===== config.mk =====
export PLATFORM = sky130hd
export DESIGN_NAME = wb_timer_irq
export DESIGN_NICKNAME = d
export VERILOG_FILES = /design/src/rtl/wb_timer_pkg.sv /design/src/rtl/timer_prescaler.sv /design/src/rtl/wb_timer_irq.sv
export SDC_FILE = /design/constraint.sdc
export NUM_CORES = 1
export LEC_CHECK = 0
export ABC_AREA = 1
export BUFFER_PORTS_ARGS = -buffer_cell sky130_fd_sc_hd__clkbuf_2
export CAP_MARGIN = 5
export CELL_PAD_IN_SITES_DETAIL_PLACEMENT = 0
export CELL_PAD_IN_SITES_GLOBAL_PLACEMENT = 1
export CORE_MARGIN = 2
export CORE_UTILIZATION = 42
export CTS_CLUSTER_SIZE = 30
export DETAILED_ROUTE_END_ITERATION = 12
export PLACE_DENSITY_LB_ADDON = 0.05
export SYNTH_ARGS = -nofsm -noshare
export SYNTH_HDL_FRONTEND = slang
export SYNTH_SLANG_ARGS = --single-unit

===== constraint.sdc =====
create_clock -name i_clk -period 5.6 [get_ports i_clk]
set_clock_uncertainty 0.1 [all_clocks]
set_input_delay 0.56 -clock i_clk [delete_from_list [all_inputs] [get_ports i_clk]]
set_output_delay 0.56 -clock i_clk [all_outputs]
set_load 0.02 [all_outputs]

===== src/rtl/wb_timer_pkg.sv =====
`default_nettype none
// ============================================================================
// Module   : wb_timer_pkg
// Purpose  : Register offsets, bit indices and byte-lane merge helper shared
//            by the Wishbone timer.
// Revision : 1.0 - initial release
// ============================================================================
package wb_timer_pkg;

    localparam logic [2:0] ADDR_CTRL     = 3'd0;
    localparam logic [2:0] ADDR_PRESCALE = 3'd1;
    localparam logic [2:0] ADDR_COUNT    = 3'd2;
    localparam logic [2:0] ADDR_COMPARE  = 3'd3;
    localparam logic [2:0] ADDR_STATUS   = 3'd4;

    localparam int CTRL_EN         = 0;
    localparam int CTRL_AUTORELOAD = 1;
    localparam int CTRL_IRQ_EN     = 2;
    localparam int CTRL_W          = 3;
    localparam int STATUS_PENDING  = 0;

    // Replace only the bytes whose lane enable is set.
    function automatic logic [31:0] apply_sel(
        input logic [31:0] cur,
        input logic [31:0] wdata,
        input logic [3:0]  sel
    );
        logic [31:0] res;
        res = cur;
        for (int i = 0; i < 4; i++) begin
            if (sel[i]) res[8*i +: 8] = wdata[8*i +: 8];
        end
        return res;
    endfunction

endpackage
`default_nettype wire


===== src/rtl/timer_prescaler.sv =====
`default_nettype none
// ============================================================================
// Module   : timer_prescaler
// Purpose  : Counts 0..prescale while enabled and emits a one-cycle tick on wrap.
// Revision : 1.0 - initial release
// ============================================================================
module timer_prescaler #(
    parameter int PRESCALE_W = 16
) (
    input  logic                  clk,
    input  logic                  rst,
    input  logic                  en,
    input  logic                  restart,
    input  logic [PRESCALE_W-1:0] prescale,
    output logic                  tick
);

    logic [PRESCALE_W-1:0] r_cnt;
    logic                  w_wrap;

    assign w_wrap = (r_cnt == prescale);
    // A restart in the wrap cycle swallows that tick so the new phase starts clean.
    assign tick   = en & ~restart & w_wrap;

    always_ff @(posedge clk or posedge rst) begin
        if (rst) begin
            r_cnt <= '0;
        end else if (restart || !en || w_wrap) begin
            r_cnt <= '0;
        end else begin
            r_cnt <= r_cnt + PRESCALE_W'(1);
        end
    end

endmodule
`default_nettype wire


===== src/rtl/wb_timer_irq.sv =====
`default_nettype none
// ============================================================================
// Module   : wb_timer_irq
// Purpose  : Wishbone-attached prescaled timer with compare match and level IRQ.
// Revision : 1.0 - initial release
// ============================================================================
module wb_timer_irq #(
    parameter int          PRESCALE_W  = 16,
    parameter logic [31:0] COMPARE_RST = 32'hFFFF_FFFF
) (
    input  logic        i_clk,
    input  logic        i_rst,
    input  logic        i_wb_cyc,
    input  logic        i_wb_stb,
    input  logic        i_wb_we,
    input  logic [31:0] i_wb_addr,
    input  logic [31:0] i_wb_data,
    input  logic [3:0]  i_wb_sel,
    output logic        o_wb_stall,
    output logic        o_wb_ack,
    output logic [31:0] o_wb_data,
    output logic        o_irq,
    input  logic        i_eoi
);
    import wb_timer_pkg::*;

    logic [CTRL_W-1:0]     r_ctrl;
    logic [PRESCALE_W-1:0] r_prescale;
    logic [31:0]           r_count;
    logic [31:0]           r_compare;
    logic                  r_pending;
    logic                  r_ack;
    logic [31:0]           r_rdata;

    logic        w_access, w_wr;
    logic [2:0]  w_idx;
    logic [31:0] w_cur, w_wdata, w_prescale_ext;
    logic        w_ctrl_wr, w_prescale_wr, w_count_wr, w_compare_wr, w_status_wr;
    logic        w_tick, w_match, w_set, w_clr;
    logic        w_unused;

    assign w_access = i_wb_cyc & i_wb_stb;
    assign w_wr     = w_access & i_wb_we;
    assign w_idx    = i_wb_addr[4:2];
    assign w_unused = &{1'b0, i_wb_addr[31:5], i_wb_addr[1:0]};

    always_comb begin
        w_prescale_ext                   = '0;
        w_prescale_ext[PRESCALE_W-1:0]   = r_prescale;
    end

    // Current value of the addressed register, unimplemented bits as zero.
    always_comb begin
        w_cur = '0;
        case (w_idx)
            ADDR_CTRL:     w_cur[CTRL_W-1:0]     = r_ctrl;
            ADDR_PRESCALE: w_cur                 = w_prescale_ext;
            ADDR_COUNT:    w_cur                 = r_count;
            ADDR_COMPARE:  w_cur                 = r_compare;
            ADDR_STATUS:   w_cur[STATUS_PENDING] = r_pending;
            default:       w_cur                 = '0;
        endcase
    end

    assign w_wdata       = apply_sel(w_cur, i_wb_data, i_wb_sel);
    assign w_ctrl_wr     = w_wr & (w_idx == ADDR_CTRL);
    assign w_prescale_wr = w_wr & (w_idx == ADDR_PRESCALE);
    assign w_count_wr    = w_wr & (w_idx == ADDR_COUNT);
    assign w_compare_wr  = w_wr & (w_idx == ADDR_COMPARE);
    assign w_status_wr   = w_wr & (w_idx == ADDR_STATUS);

    assign w_match = (r_count == r_compare);
    assign w_set   = w_tick & w_match & ~w_count_wr;
    assign w_clr   = i_eoi | (w_status_wr & i_wb_sel[0] & i_wb_data[STATUS_PENDING]);

    timer_prescaler #(
        .PRESCALE_W (PRESCALE_W)
    ) u_prescaler (
        .clk      (i_clk),
        .rst      (i_rst),
        .en       (r_ctrl[CTRL_EN]),
        .restart  (w_ctrl_wr | w_prescale_wr | w_count_wr),
        .prescale (r_prescale),
        .tick     (w_tick)
    );

    always_ff @(posedge i_clk or posedge i_rst) begin
        if (i_rst) begin
            r_ctrl     <= '0;
            r_prescale <= '0;
            r_count    <= '0;
            r_compare  <= COMPARE_RST;
            r_pending  <= 1'b0;
        end else begin
            if (w_ctrl_wr) begin
                r_ctrl <= w_wdata[CTRL_W-1:0];
            end else if (w_set && !r_ctrl[CTRL_AUTORELOAD]) begin
                r_ctrl[CTRL_EN] <= 1'b0;
            end

            if (w_prescale_wr) r_prescale <= w_wdata[PRESCALE_W-1:0];
            if (w_compare_wr)  r_compare  <= w_wdata;

            if (w_count_wr) begin
                r_count <= w_wdata;
            end else if (w_tick) begin
                if (!w_match) begin
                    r_count <= r_count + 32'd1;
                end else if (r_ctrl[CTRL_AUTORELOAD]) begin
                    r_count <= '0;
                end
            end

            // Match set takes priority over any clear in the same cycle.
            if (w_set) begin
                r_pending <= 1'b1;
            end else if (w_clr) begin
                r_pending <= 1'b0;
            end
        end
    end

    always_ff @(posedge i_clk or posedge i_rst) begin
        if (i_rst) begin
            r_ack   <= 1'b0;
            r_rdata <= '0;
        end else begin
            r_ack   <= w_access;
            r_rdata <= (w_access & ~i_wb_we) ? w_cur : '0;
        end
    end

    assign o_wb_stall = 1'b0;
    assign o_wb_ack   = r_ack;
    assign o_wb_data  = r_rdata;
    assign o_irq      = r_pending & r_ctrl[CTRL_IRQ_EN];

endmodule
`default_nettype wire


Yosys cells after proc, flatten, opt, wreduce, memory -nomap -nowiden:

Index checks and enable logic that the tools add are counted.
W data, S select, Z words.

* register bits: 133
* latch bits: 0
* bits in writable memories: 0
* ROM bits: 0
* input port bits: 74
* output and inout bits: 35
* logic and storage cells: 66
* memories kept: 0

* add/sub/neg operators: 2
* multipliers: 0
* div/mod/pow operators: 0
* order comparisons: 0
* equal/unequal tests: 7
* shift-type cells: 0
* mux-type cells: 17
* bitwise operators: 21
* reductions and logical operators: 10

Operators by type and width (number)
* $mux W32: 5
* $pmux W29 S3: 1
* $add A32 B1 Y32 const B: 1
* $eq A32 B32 Y1: 1
* $mux W8: 4
* $add A16 B1 Y16 const B: 1
* $eq A16 B16 Y1: 1
* $mux W16: 1
* $and A1 B1 Y1: 15
* $pmux W2 S4: 1
* $eq A3 B2 Y1 const B: 2
* $reduce_bool A2 Y1: 3
* $pmux W1 S5: 1
* $mux W1: 4
* $eq A3 B1 Y1 const B: 1
* $eq A3 B3 Y1 const B: 1
* $logic_not A3 Y1: 1
* $ne A3 B3 Y1 const B: 1
* $not A1 Y1: 3
* $or A1 B1 Y1: 3
* $logic_not A1 Y1: 2
* $logic_or A1 B1 Y1: 2
* $reduce_and A2 Y1: 1
* $logic_and A1 B1 Y1: 1

Longest topological paths before layout:

* depth in word-level cells: 13
* mapped depth: 13
* depth with buffers taken out: 12

Modules after synthesis:

A second synthesis with hierarchy kept.

* cell total of the unflattened synthesis: 1179
* area, all modules: 8350.5 sq um

By module, submodules not included
* wb_timer_irq: instances 1, cells an instance 996, area an instance 7166.9 sq um, seq. area each 2967.8 sq um
* timer_prescaler: instances 1, cells an instance 183, area an instance 1183.6 sq um, seq. area each 400.4 sq um

Worst setup path after synthesis:

No wires, ideal clock.

* path type: input -> register
* start point: input port i_wb_cyc
* end point: register r_count[23]
* setup time: 116 ps
* arrival: 1672 ps
* data required time: 5384 ps
* slack: 3712 ps
* cell stages on the path: 12
* buffers on the path: 1
* cells stage by stage: nand2_1 nor2_2 nand2_2 nand2_1 nor2_4 nand3_2 nand2_1 nand2_4 inv_2 buf_6 nand2_1 nand2_1

* cells in the longest elaborated chain, start to end: 10
* elaborated cells on any way between the ends: 14
* classes of those cells: eq/ne (1); mux (1); bitwise (10); reduce/logical (2)

RTL lines
* start, declared: RTL line wb_timer_irq.sv:13 `input logic i_wb_cyc,`
* $and A1 B1 Y1 *: RTL line wb_timer_irq.sv:42 `assign w_access = i_wb_cyc & i_wb_stb;`
* $and A1 B1 Y1 *: RTL line wb_timer_irq.sv:43 `assign w_wr = w_access & i_wb_we;`
* $and A1 B1 Y1, on equally long branches: RTL line wb_timer_irq.sv:66, wb_timer_irq.sv:67
* $or A1 B1 Y1 (2 in a row): RTL line wb_timer_irq.sv:82 `.restart (w_ctrl_wr | w_prescale_wr | w_count_wr),`
* $not A1 Y1: RTL line timer_prescaler.sv:23 `assign tick = en & ~restart & w_wrap;`
* $and A1 B1 Y1 (2 in a row): RTL line timer_prescaler.sv:23
* $reduce_bool A2 Y1 (no source line)
* $reduce_and A2 Y1 (no source line)
* end signal, assigned: RTL line wb_timer_irq.sv:105 `r_count <= w_wdata;`
* end signal, assigned: RTL line wb_timer_irq.sv:108 `r_count <= r_count + 32'd1;`
* end, declared: RTL line wb_timer_irq.sv:29 `logic [31:0] r_count;`

Every way passes the cells marked *; elsewhere a longest branch is shown, timed or not.
A chain may end at the register's enable or synchronous reset.

Final worst setup path:

* start point: input port i_wb_addr[4]
* end point: register r_count[6]

* cells in the longest elaborated chain, start to end: 9
* elaborated cells on any way between the ends: 18
* classes of those cells: eq/ne (4); mux (3); bitwise (8); reduce/logical (3)

RTL lines
* start, declared: RTL line wb_timer_irq.sv:16 `input logic [31:0] i_wb_addr,`
* $eq A3 B1 Y1 / $logic_not A3 Y1 (equally long branches): RTL line wb_timer_irq.sv:55, wb_timer_irq.sv:67, wb_timer_irq.sv:66
* $and A1 B1 Y1, on equally long branches: RTL line wb_timer_irq.sv:67, wb_timer_irq.sv:66
* $or A1 B1 Y1 (2 in a row): RTL line wb_timer_irq.sv:82
* $not A1 Y1: RTL line timer_prescaler.sv:23
* $and A1 B1 Y1 (2 in a row): RTL line timer_prescaler.sv:23
* $reduce_bool A2 Y1 (no source line)
* $reduce_and A2 Y1 (no source line)

Several ways; a longest one is shown, not always the timed one.

==> flow_metrics.env <==
export IMPL_run_status="finished clean"
export IMPL_setup_slack_ns=2.22
export IMPL_first_global_vias=6984
export IMPL_synth_nets=1198
export IMPL_grt_usage_pct=24.4
export IMPL_grt_pass1_wl_um=38000
export IMPL_wl_per_cell_um=16.4
export IMPL_yosysMostFrequentCell="nand2_1"
export IMPL_synth_edf_count=0
export IMPL_crit_type="in -> reg"
export IMPL_cp_required_ns=5.82
export IMPL_routed_wl_um=23200
export IMPL_gp_congestion=0.869
export IMPL_first_pass_iters=5
export IMPL_synthSimpleGateAreaFrac_pct=33.5
export IMPL_die_w_um=142
export IMPL_rsz0062_at_grt="false"
export IMPL_synthAdderAreaFrac_pct=0.313
export IMPL_ys_ff_latch=133
export IMPL_synth_compound_area_share_pct=9.11
export IMPL_place_area_um2=8460
export IMPL_cts_setup_buffers=0
export IMPL_clock_sinks=133
export IMPL_layout_nets=1245
export IMPL_port_buffers=78
export IMPL_r2r_end="r_count[24]$_DFFE_PP0P_"
export IMPL_overflow=0
export IMPL_p_per_area_nw_per_um2=317
export IMPL_vias_per_cell=5.10
export IMPL_synth_top_family_by_area="simple AND/OR/NAND/NOR gates"
export IMPL_hold_viol=0
export IMPL_post_cts_resized=0
export IMPL_rows=50
export IMPL_synthMuxAreaShare_pct=0.376
export IMPL_layout_drive_gt1_share_pct=15.7
export IMPL_postLayoutCellArea_um2=9060
export IMPL_cts_path_max_buffers=2
export IMPL_synth_cell_type_count=42
export IMPL_syn_cell_area_um2=7990
export IMPL_max_cap_violations=0
export IMPL_r2r_cells=12
export IMPL_hold_class="in -> async"
export IMPL_ioPinCount=109
export IMPL_async_flop_share_pct=100
export IMPL_dpl_worst_slack_ns=1.79
export IMPL_cts_root_buf="clkbuf_16"
export IMPL_synth_top_area_share_pct=31.6
export IMPL_diodes=0
export IMPL_synth_warning_count=0
export IMPL_yosysTopAreaCell="dfrtp_1"
export IMPL_cts_max_level=4
export IMPL_drtAntennaViolNets=0
export IMPL_cts_tree="yes"
export IMPL_dr_total_vias=7226
export IMPL_drtIter0Drc=479
export IMPL_initial_core_util_pct=42.7
export IMPL_worstPathMaxFanout=42
export IMPL_ys_top_cells_by_count="nand2_1, inv_1, nor2_1, dfrtp_1, o21ai_0"
export IMPL_max_freq_mhz=296
export IMPL_syn_avg_cell_area_um2=7.12
export IMPL_startpoint_type="input port"
export IMPL_synth_area_leaders="dfrtp_1, nand2_1, dfstp_2, inv_1, nor2_1"
export IMPL_arrival_ns=3.60
export IMPL_cp_startpoint="i_wb_addr[4]"
export IMPL_ys_seq_area_share_pct=42.1
export IMPL_synth_main_ff_cell="dfrtp_1"
export IMPL_slew_violations=0
export IMPL_setup_tns_ns=0
export IMPL_r2r_start="r_count[1]$_DFFE_PP0P_"
export IMPL_rrSetupSlack_ns=3.04
export IMPL_die_area_um2=20100
export IMPL_slew_headroom_pct=32.3
export IMPL_p_leak_nw=4.45
export IMPL_drc=0
export IMPL_ir_worst_vdd_uv=235
export IMPL_antenna_found_initial=0
export IMPL_cts_hold_buf=0
export IMPL_clk_latency_ns=0.44
export IMPL_grt_max_degree=94
export IMPL_clk_pin_slew_worst_paths_ns=0.06
export IMPL_cp_end_kind="flip-flop"
export IMPL_period_needed_ns=3.38
export IMPL_tightestPinTransition_ns=1.01
export IMPL_area_delta_synth_final_pct=13.4
export IMPL_core_um2=18700
export IMPL_syn_instance_count=1122
export IMPL_dp_hpwl_um=16600
export IMPL_setup_viol=0
export IMPL_die_y_um=142
export IMPL_cts_buffers=17
export IMPL_period_share_pct=60.3
export IMPL_synthXorXnorAreaFrac_pct=5.48
cells in the final DEF (no fill, tap or decap), drive strengths merged, types with 2 or more instances in the layout:
cell type    n
o211ai      18
nor3b        5
ha           2
bufinv       3
o221ai       3
o22ai        3
o21ai       74
mux2i        3
nand4       27
clkbuf      99
clkinvlp     3
nand3       67
a21oi        7
nand2      382
xnor2       30
nor3        15
nand3b       2
xor2        20
dfrtp      101
a22oi       17
nor2       113
inv        122
buf          5
dfstp       32
clkinv       5
or2         19
through the flow:
stage               util (%)  total power, mW  hold slack [ns]  std cells
floorplan                  -             1.56            0.362       1122
global placement        45.2             1.71            0.370       1384
detailed placement      45.2             1.72            0.375       1384
CTS                     48.5             2.89            0.217       1416
global route            48.5             3.02            0.247       1416
finish                  48.5             2.87            0.201       1416
routing by layer:
layer  vias to the layer above  routed length, um  GRT usage (%)
met3                        27                977           3.77
met4                         0                369           7.05
met2                       170               9940           36.6
met1                      3382              12000           36.5
li1                       3647                  -              -
met5                         -                  0              0
critical path, stage by stage:
cell      delay (ns)
clkbuf_2        0.10
inv_2           0.10
nand3_1         0.49
inv_2           0.67
nand2_4         0.45
nand2_2         0.19
nor2_4          0.05
nand3_2         0.09
nand2_1         0.09
nand2_4         0.36
inv_2           0.24
nand2_1         0.12
nand2_1         0.05
sequential cells by signal, indices dropped and copies added, names as in the netlist:
name               cells
r_pending              1
r_compare             32
r_prescale            16
o_wb_ack               1
o_wb_data             32
r_count               32
u_prescaler.r_cnt     16
r_ctrl                 3
worst max-delay path by stage:
stage / slack (ns) / cells after the start / endpoint
6_report: 2.22 / 13 / r_count[6]$_DFFE_PP0P_
5_1_grt: 1.97 / 13 / r_count[4]$_DFFE_PP0P_
4_1_cts: 2.23 / 11 / r_count[22]$_DFFE_PP0P_
3_5_place_dp: 1.79 / 12 / r_ctrl[0]$_DFFE_PP0P_
3_3_place_gp: 1.75 / 12 / r_ctrl[0]$_DFFE_PP0P_
2_1_floorplan: 1.44 / 1 / o_wb_ack$_DFF_PP0_
final cells by class:
cell class	count	area [um2]
Tap cell	234	293
Sequential cell	133	3370
Inverter	122	463
Fill cell	1968	9640
Clock inverter	11	153
Timing Repair Buffer	83	428
Clock buffer	21	450
Multi-Input combinational cell	812	3910
power breakdown:
group | internal (mW) | leakage (nW) | total (mW) | switching (mW)
registers | 1.09 | 1.71 | 1.22 | 0.133
logic | 0.184 | 2.45 | 0.482 | 0.297
clock network | 0.714 | 0.284 | 1.17 | 0.456
total | 1.99 | 4.45 | 2.87 | 0.886
kinds of logic (layout without fill, tap and decap cells):
| kind of cell | Yosys count | count (layout) |
|---|---|---|
| compound gates | 124 | 124 |
| other cells | 1 | 1 |
| flops | 133 | 133 |
| mux | 3 | 3 |
| fa+ha+maj | 2 | 2 |
| simple gates | 632 | 632 |
| buf+inv | 177 | 237 |
| xor+xnor | 50 | 50 |
Power figures use the tool's default switching activity.
